$ cat src/rtl/image_mem_pkg.sv
// Shared types and constants for the image memory read path.
package image_mem_pkg;

  localparam int unsigned IMG_ADDR_W = 16;
  localparam int unsigned IMG_DATA_W = 8;

  typedef enum logic {
    ARB,
    LOCKED
  } arb_state_t;

  // Wide enough for the maximum of 8 requesters.
  typedef logic [2:0] req_id_t;

  // Advances a requester index with wrap at n.
  function automatic req_id_t wrap_inc(input req_id_t id, input int unsigned n);
    return (id == req_id_t'(n - 1)) ? '0 : req_id_t'(id + 3'd1);
  endfunction

endpackage

$ cat src/rtl/rr_pick.sv
// Rotate-priority search: first set request at or above rr_ptr, with wrap.
module rr_pick
  import image_mem_pkg::*;
#(
  parameter int unsigned NUM_REQ = 4
) (
  input  logic [NUM_REQ-1:0] req,
  input  req_id_t            rr_ptr,
  output logic [NUM_REQ-1:0] winner,
  output req_id_t            winner_id,
  output logic               found
);

  // Scan NUM_REQ positions starting at the pointer; first hit wins.
  always_comb begin
    winner    = '0;
    winner_id = '0;
    found     = 1'b0;
    for (int unsigned k = 0; k < NUM_REQ; k++) begin
      int unsigned idx;
      idx = (32'(rr_ptr) + k) % NUM_REQ;
      if (!found && req[idx]) begin
        found       = 1'b1;
        winner[idx] = 1'b1;
        winner_id   = req_id_t'(idx);
      end
    end
  end

endmodule

$ cat src/rtl/image_read_arbiter.sv
// Round-robin arbiter sharing one image_memory read port among NUM_REQ
// requesters, with burst locking and a fixed-latency return path.
// Optional feature: define IMGARB_GRANT_COUNT_EN for saturating per-requester
// grant counters on grant_count (tied to zero otherwise).
module image_read_arbiter
  import image_mem_pkg::*;
#(
  parameter int unsigned NUM_REQ      = 4,
  parameter int unsigned READ_LATENCY = 2
) (
  input  logic                    clk,
  input  logic                    reset,
  input  logic [NUM_REQ-1:0]      req,
  input  logic [NUM_REQ-1:0]      lock,
  input  logic [NUM_REQ*16-1:0]   addr,
  output logic [NUM_REQ-1:0]      grant,
  output logic [NUM_REQ-1:0]      rvalid,
  output logic [IMG_DATA_W-1:0]   rdata,
  output logic [IMG_ADDR_W-1:0]   mem_rdaddress,
  input  logic [IMG_DATA_W-1:0]   mem_q,
  output logic                    busy,
  output logic [NUM_REQ*16-1:0]   grant_count
);

  localparam logic [NUM_REQ-1:0] ONE = {{(NUM_REQ-1){1'b0}}, 1'b1};

  arb_state_t               state, state_nx;
  req_id_t                  rr_ptr, rr_ptr_nx;
  req_id_t                  owner, owner_nx;
  logic [NUM_REQ-1:0]       eligible;
  logic [NUM_REQ-1:0]       pick;
  req_id_t                  pick_id;
  logic                     pick_found;
  logic                     granted;
  logic [NUM_REQ-1:0]       owner_mask;
  logic                     owner_lock;
  logic                     grant_lock;
  logic [IMG_ADDR_W-1:0]    last_addr;
  logic [READ_LATENCY-1:0]  vld_sr;
  req_id_t                  id_sr [READ_LATENCY];

  rr_pick #(
    .NUM_REQ(NUM_REQ)
  ) u_pick (
    .req       (eligible),
    .rr_ptr    (rr_ptr),
    .winner    (pick),
    .winner_id (pick_id),
    .found     (pick_found)
  );

  // Eligibility, grant and issued address; grant is suppressed during reset.
  always_comb begin
    owner_mask    = ONE << owner;
    eligible      = (state == LOCKED) ? (req & owner_mask) : req;
    grant         = reset ? '0 : pick;
    granted       = pick_found && !reset;
    owner_lock    = |(lock & owner_mask);
    grant_lock    = |(lock & grant);
    mem_rdaddress = granted ? addr[32'(pick_id)*16 +: 16] : last_addr;
  end

  // Next-state logic for the ARB/LOCKED FSM and the round-robin pointer.
  always_comb begin
    state_nx  = state;
    rr_ptr_nx = rr_ptr;
    owner_nx  = owner;
    case (state)
      ARB: begin
        if (granted) begin
          rr_ptr_nx = wrap_inc(pick_id, NUM_REQ);
          if (grant_lock) begin
            state_nx = LOCKED;
            owner_nx = pick_id;
          end
        end
      end
      LOCKED: begin
        // Pointer stays frozen while locked; on release it resumes past the owner.
        if (!owner_lock) begin
          state_nx  = ARB;
          rr_ptr_nx = wrap_inc(owner, NUM_REQ);
        end
      end
      default: state_nx = ARB;
    endcase
  end

  // State, pointer, last address and the id/valid return pipeline.
  always_ff @(posedge clk) begin
    if (reset) begin
      state     <= ARB;
      rr_ptr    <= '0;
      owner     <= '0;
      last_addr <= '0;
      vld_sr    <= '0;
      for (int unsigned k = 0; k < READ_LATENCY; k++) id_sr[k] <= '0;
    end else begin
      state     <= state_nx;
      rr_ptr    <= rr_ptr_nx;
      owner     <= owner_nx;
      last_addr <= mem_rdaddress;
      vld_sr[0] <= granted;
      id_sr[0]  <= pick_id;
      for (int unsigned k = 1; k < READ_LATENCY; k++) begin
        vld_sr[k] <= vld_sr[k-1];
        id_sr[k]  <= id_sr[k-1];
      end
    end
  end

  // Return path and busy; gated by reset so stale reads never surface.
  always_comb begin
    rvalid = '0;
    rdata  = '0;
    busy   = 1'b0;
    if (!reset) begin
      if (vld_sr[READ_LATENCY-1]) begin
        rvalid = ONE << id_sr[READ_LATENCY-1];
        rdata  = mem_q;
      end
      busy = (|vld_sr) || (state == LOCKED);
    end
  end

`ifdef IMGARB_GRANT_COUNT_EN
  logic [15:0] cnt_q [NUM_REQ];

  // Saturating per-requester grant counters.
  always_ff @(posedge clk) begin
    if (reset) begin
      for (int unsigned i = 0; i < NUM_REQ; i++) cnt_q[i] <= '0;
    end else begin
      for (int unsigned i = 0; i < NUM_REQ; i++)
        if (grant[i] && (cnt_q[i] != '1)) cnt_q[i] <= cnt_q[i] + 16'd1;
    end
  end

  // Flatten counters onto the output bus.
  always_comb begin
    grant_count = '0;
    for (int unsigned i = 0; i < NUM_REQ; i++) grant_count[i*16 +: 16] = cnt_q[i];
  end
`else
  assign grant_count = '0;
`endif

endmodule
$ cat config.mk
export PLATFORM = sky130hd
export DESIGN_NAME = image_read_arbiter
export DESIGN_NICKNAME = d
export VERILOG_FILES = /design/src/rtl/image_mem_pkg.sv /design/src/rtl/rr_pick.sv /design/src/rtl/image_read_arbiter.sv
export SDC_FILE = /design/constraint.sdc
export NUM_CORES = 1
export LEC_CHECK = 0
export CAP_MARGIN = 25
export CORE_MARGIN = 4
export CORE_UTILIZATION = 38
export CTS_CLUSTER_DIAMETER = 60
export DETAILED_ROUTE_END_ITERATION = 8
export GPL_TIMING_DRIVEN = 0
export MAX_ROUTING_LAYER = met4
export PLACE_DENSITY = 0.94
export SKIP_LAST_GASP = 1
export SYNTH_ARGS = -nofsm -noshare
export SYNTH_HDL_FRONTEND = slang
export SYNTH_SLANG_ARGS = --single-unit
$ cat constraint.sdc
create_clock -name clk -period 3.4 [get_ports clk]
set_input_delay 0.34 -clock clk [delete_from_list [all_inputs] [get_ports clk]]
set_output_delay 0.34 -clock clk [all_outputs]
set_load 0.005 [all_outputs]
==> results of run 1 <==
[routing by layer]
| layer | up-vias | global-route usage | wire length [um] |
|---|---|---|---|
| met5 | - | - | 0 |
| met4 | 0 | 0.0829 | 242 |
| met3 | 26 | 0.0256 | 743 |
| met2 | 166 | 0.405 | 6140 |
| met1 | 1608 | 0.237 | 4000 |
| li1 | 1590 | - | - |
[cell families (layout without fill, tap and decap cells)]
logic type                 Yosys count  in the layout  synth area share
buffers and inverters               89            229             0.209
and+or+nand+nor                    108            108             0.185
DFF                                 27             27             0.182
xor gates and xnor gates             2              2           0.00589
muxes                                6              6            0.0240
AOI/OAI and AO/OA                  123            123             0.343
adders and majority gates           12             12            0.0505
other                                1             64           0.00126
[worst max-delay path by stage]
stage                                    to  cells after the start  slack, ns                  start
after floorplan            mem_rdaddress[0]                     12       0.32              flip-flop
after global placement     mem_rdaddress[0]                     13      -0.84              flip-flop
after detailed placement   mem_rdaddress[5]                     12      -0.89              flip-flop
after CTS                  mem_rdaddress[5]                     13      -0.04  owner[0]$_SDFFE_PP0P_
after global routing       mem_rdaddress[7]                     12      -0.04              flip-flop
final                     mem_rdaddress[10]                     13       0.05  owner[0]$_SDFFE_PP0P_
[cells in the final DEF, fill, tap and decap left out, types with 7 or more instances in the layout]
cell and n:
sky130_fd_sc_hd__nor2_1 31, sky130_fd_sc_hd__a211oi_2 17, sky130_fd_sc_hd__a211oi_1 22, sky130_fd_sc_hd__buf_6 8, sky130_fd_sc_hd__a21oi_2 16, sky130_fd_sc_hd__a21oi_1 7, sky130_fd_sc_hd__dfxtp_1 23, sky130_fd_sc_hd__ha_1 8
sky130_fd_sc_hd__a211oi_4 10, sky130_fd_sc_hd__and2_1 9, sky130_fd_sc_hd__a22oi_1 7, sky130_fd_sc_hd__clkdlybuf4s50_1 98, sky130_fd_sc_hd__nand2_1 23, sky130_fd_sc_hd__buf_4 83, sky130_fd_sc_hd__a21boi_4 8, sky130_fd_sc_hd__conb_1 64
sky130_fd_sc_hd__buf_2 9, sky130_fd_sc_hd__or2_2 16
[flip-flops by register name (all words and copies together), names as in the netlist, named ones only]
register	flops
last_addr	16
id_sr	4
owner	2
vld_sr	2
rr_ptr	1
state	1
[area by class of cell]
type	count	area share
well taps	102	0.0243
clock buffers	3	0.00787
plain buffers	80	0.126
clock inverters	1	0.00143
inverters	7	0.00549
flip-flops and latches	27	0.104
repair buffers	138	0.251
multi-input cells	315	0.479
[worst reg2reg max path, stage by stage, from the launching register on]
cell                       delay, ns
sky130_fd_sc_hd__dfxtp_2        0.35
sky130_fd_sc_hd__buf_6          0.12
sky130_fd_sc_hd__ha_4           0.16
sky130_fd_sc_hd__nand2b_4       0.17
sky130_fd_sc_hd__a32oi_4        0.35
sky130_fd_sc_hd__mux2i_4        0.14
sky130_fd_sc_hd__buf_4          0.17
sky130_fd_sc_hd__o22ai_4        0.19
sky130_fd_sc_hd__a21boi_4       0.11
sky130_fd_sc_hd__and2_4         0.20
sky130_fd_sc_hd__buf_12         0.14
sky130_fd_sc_hd__buf_6          0.13
sky130_fd_sc_hd__buf_4          0.14
sky130_fd_sc_hd__xnor2_1        0.14
sky130_fd_sc_hd__a221oi_2       0.25
[what timing repair did]
item | in CTS | in global routing
setup endpoints to repair | 38 | 20
pin swaps | 19 | 22
setup buffers | 11 | 11
cloned | 0 | 2
gates resized for setup | 126 | 70
[through the flow]
stage | setup WS [ns] | cells | cell area [sq um] | power, mW | utilization
finish | 0.0549 | 673 | 5250 | 4.80 | 0.682
global route | -0.0395 | 673 | 5250 | 5.09 | 0.682
CTS | -0.0380 | 661 | 4940 | 4.05 | 0.643
detailed placement | -0.891 | 647 | 4480 | 3.20 | 0.583
global placement | -0.842 | 647 | 4480 | 3.10 | 0.583
floorplan | 0.316 | 431 | 3210 | 2.28 | -
[power by group through the flow]
stage	clock (mW)	sequential, mW	combinational [mW]
CTS	0.200	0.509	3.34
finish	0.201	0.514	4.09
global route	0.211	0.528	4.35
detailed placement	0	0.515	2.68
global placement	0	0.507	2.59
floorplan	0	0.494	1.79
==> Implementation_results.wiki, run 1 <==
{| class="wikitable"
! Metric !! Value
|-
| Vias in the first global route || between 3000 and 4000
|-
| Proportion of register bits with asynchronous set or reset after synthesis || 0
|-
| Sequential group share of total power || 0.107
|-
| Effective utilization at floorplan || 0.387
|-
| Global route overflow || 0
|-
| Crit-path cells || buf_6 -> ha_4 -> nand2b_4 -> a32oi_4 -> nand2_2 -> o221ai_2 -> a21boi_4 -> and2_4 -> buf_4 -> clkbuf_16 -> a21oi_2 -> a211oi_1 -> buf_2
|-
| Worst R2R Path Depth || 14
|-
| Post-DR wirelength/cell || 16.5 um
|-
| Iteration-0 DRC Markers || roughly 160
|-
| Die width || between 90 and 100 um
|-
| Yosys warning count || 0
|-
| Total area of sequential cells || approximately 550 sq um
|-
| Worst setup path class || flip-flop to primary output
|-
| Area used by multi-input combinational logic || roughly 0.0025 sq mm
|-
| Crit path max-delay cell type || sky130_fd_sc_hd__dfxtp_2
|-
| Ranking of synthesized cells by area || sky130_fd_sc_hd__dfxtp_1 18%, sky130_fd_sc_hd__buf_4 16%, sky130_fd_sc_hd__a211oi_1 9.3%, sky130_fd_sc_hd__a211oi_2 5.0%, sky130_fd_sc_hd__ha_1 5.0%
|-
| Summed negative setup slack over all endpoints || 0 ns
|-
| Number of antenna violations at the first check in global routing || 0
|-
| Cts-stage hold buffer count || 0
|-
| Final hold violations || 0
|-
| Startpoint type of the worst setup path || flip-flop
|-
| Combinational share of power || 0.851
|-
| Largest net degree at the start of global routing || 17
|-
| Number of antenna diodes || 0
|-
| Share of total power consumed by net switching || 0.487
|-
| Unrepaired setup endpoints after global routing || yes
|-
| Remaining antenna violation count || 0
|-
| Dominant cell by count in the synthesized netlist || sky130_fd_sc_hd__buf_4
|-
| P&R area growth vs syn || 76.3%
|-
| Number of clock sinks || 27
|-
| First-pass detailed-route iteration total || 4
|-
| Fraction of power consumed by the clock network || 0.042
|-
| Achievable Freq || around 0.30 GHz
|-
| Number of buffers and inverters on the critical path || 4
|-
| Remaining routing DRC violations || 0
|-
| Crit Reg-Reg Endpoint || rr_ptr[1]$_SDFFE_PP0P_
|-
| Worst path required time || approximately 3 ns
|-
| Peak supply drop || approximately 0.00066 V
|-
| Most frequent cells after synthesis || 65 x sky130_fd_sc_hd__buf_4, 37 x sky130_fd_sc_hd__a211oi_1, 32 x sky130_fd_sc_hd__nor2_1, 27 x sky130_fd_sc_hd__dfxtp_1, 26 x sky130_fd_sc_hd__nand2_1
|-
| Drt total wl || between 10000 and 15000 um
|-
| Number of endpoints failing setup at the final stage || 0
|-
| Launch instance of the worst register-to-register path || owner[0]$_SDFFE_PP0P_
|-
| Main synth FF type || sky130_fd_sc_hd__dfxtp_1
|-
| Crit. End Element || primary output
|-
| Total power per unit cell area || between 900 and 1000 mW/mm^2
|-
| Portion of the clock cycle consumed by the worst path in the final layout || 0.984
|-
| Clock H-tree levels || 1
|-
| Fraction of post-synthesis cell area in the top cell type by area || 0.182
|-
| Worst hold slack across all endpoints || roughly 0.46 ns
|-
| Slew at the pin closest to its max-slew limit || ~0.56 ns
|-
| Cell class contributing the biggest share of worst-path delay || compound AO/OA/AOI/OAI gates
|-
| Clock latency at the later pin of the worst-skew pair || around 0.28 ns
|-
| Vertical die dimension || slightly below 100 um
|-
| Endpoint with the worst hold slack || id_sr[0][4]$_SDFF_PP0_
|-
| Largest area contributor in the netlist || sky130_fd_sc_hd__dfxtp_1
|-
| CTS buffer count || 3
|-
| Number of max-capacitance violations reported || 0
|-
| Register-to-Register Setup Slack || roughly 0.56 ns
|-
| First-pass GRT wire length || 15800 um
|-
| Type of the most critical hold path || flip-flop to flip-flop
|-
| Global placer's final weighted congestion || ~0.90
|-
| Aggregate global-route resource usage || 0.218
|-
| Critical path's largest stage delay || around 0.35 ns
|-
| Number of nets in the layout || 666
|-
| Avg Cell Area, Syn || ~8 sq um
|-
| Maximum net fanout on the critical path || 5
|-
| Core Box Area || ~0.0077 sq mm
|-
| Fraction of layout cells with a size suffix above 1 || 0.406
|-
| Flip-flop and latch count after synthesis || 27
|-
| Time the final worst path needs with I/O delays and setup || between 3 and 4 ns
|-
| Post-synth cell types || 50
|-
| Max-slew violations || 0
|-
| Relative max-transition margin || 0.628
|-
| Total vias in the final route || between 3000 and 4000
|-
| Clk Tree Root Cell || sky130_fd_sc_hd__clkbuf_8
|-
| Number of input and output port buffers inserted || between 100 and 150
|-
| Post-synthesis sequential area ratio || 0.182
|-
| Number of placed I/O pins || around 180
|-
| Status || complete, no violations
|-
| Final worst clock skew || between 0.008 and 0.009 ns
|-
| Count of flip-flops with a built-in enable after synthesis || 0
|-
| Die area || a little over 0.009 sq mm
|-
| Sw Pwr || 2.34 mW
|-
| Cells after Synth || approximately 370
|-
| Critical path arrival || around 3.0 ns
|-
| Clock Tree Buf Depth || 2
|-
| Filler Cells Inserted || about 620
|-
| Summed instance area of the synthesized netlist || 0.00298 sq mm
|-
| Internal cell power || 2.47 mW
|-
| Site row count || 32
|-
| Launch instance of the worst min-delay path || id_sr[0][1]$_SDFF_PP0_
|-
| TritonCTS clock tree || yes
|-
| Final HPWL DP || slightly below 8000 um
|-
| Total leakage power || about 2.2 nW
|-
| Clock-pin slew on the worst setup and hold paths || roughly 0.11 ns
|-
| Hold-critical path depth || 1
|-
| Detail-routed via count per cell || 5.04
|}
Note: power is estimated with default switching activity, not from simulation.
==> run 2, diff against run 1 <==
- CTS_CLUSTER_SIZE: not set -> 10
==> results of run 2 <==
The final DEF is identical to that of run 1; final timing and power are the same.
==> run 3, diff against run 2 <==
- HOLD_SLACK_MARGIN: not set -> 0.12
- SLEW_MARGIN: not set -> 15
==> results of run 3 <==
The final DEF is identical to that of run 1; final timing and power are the same.
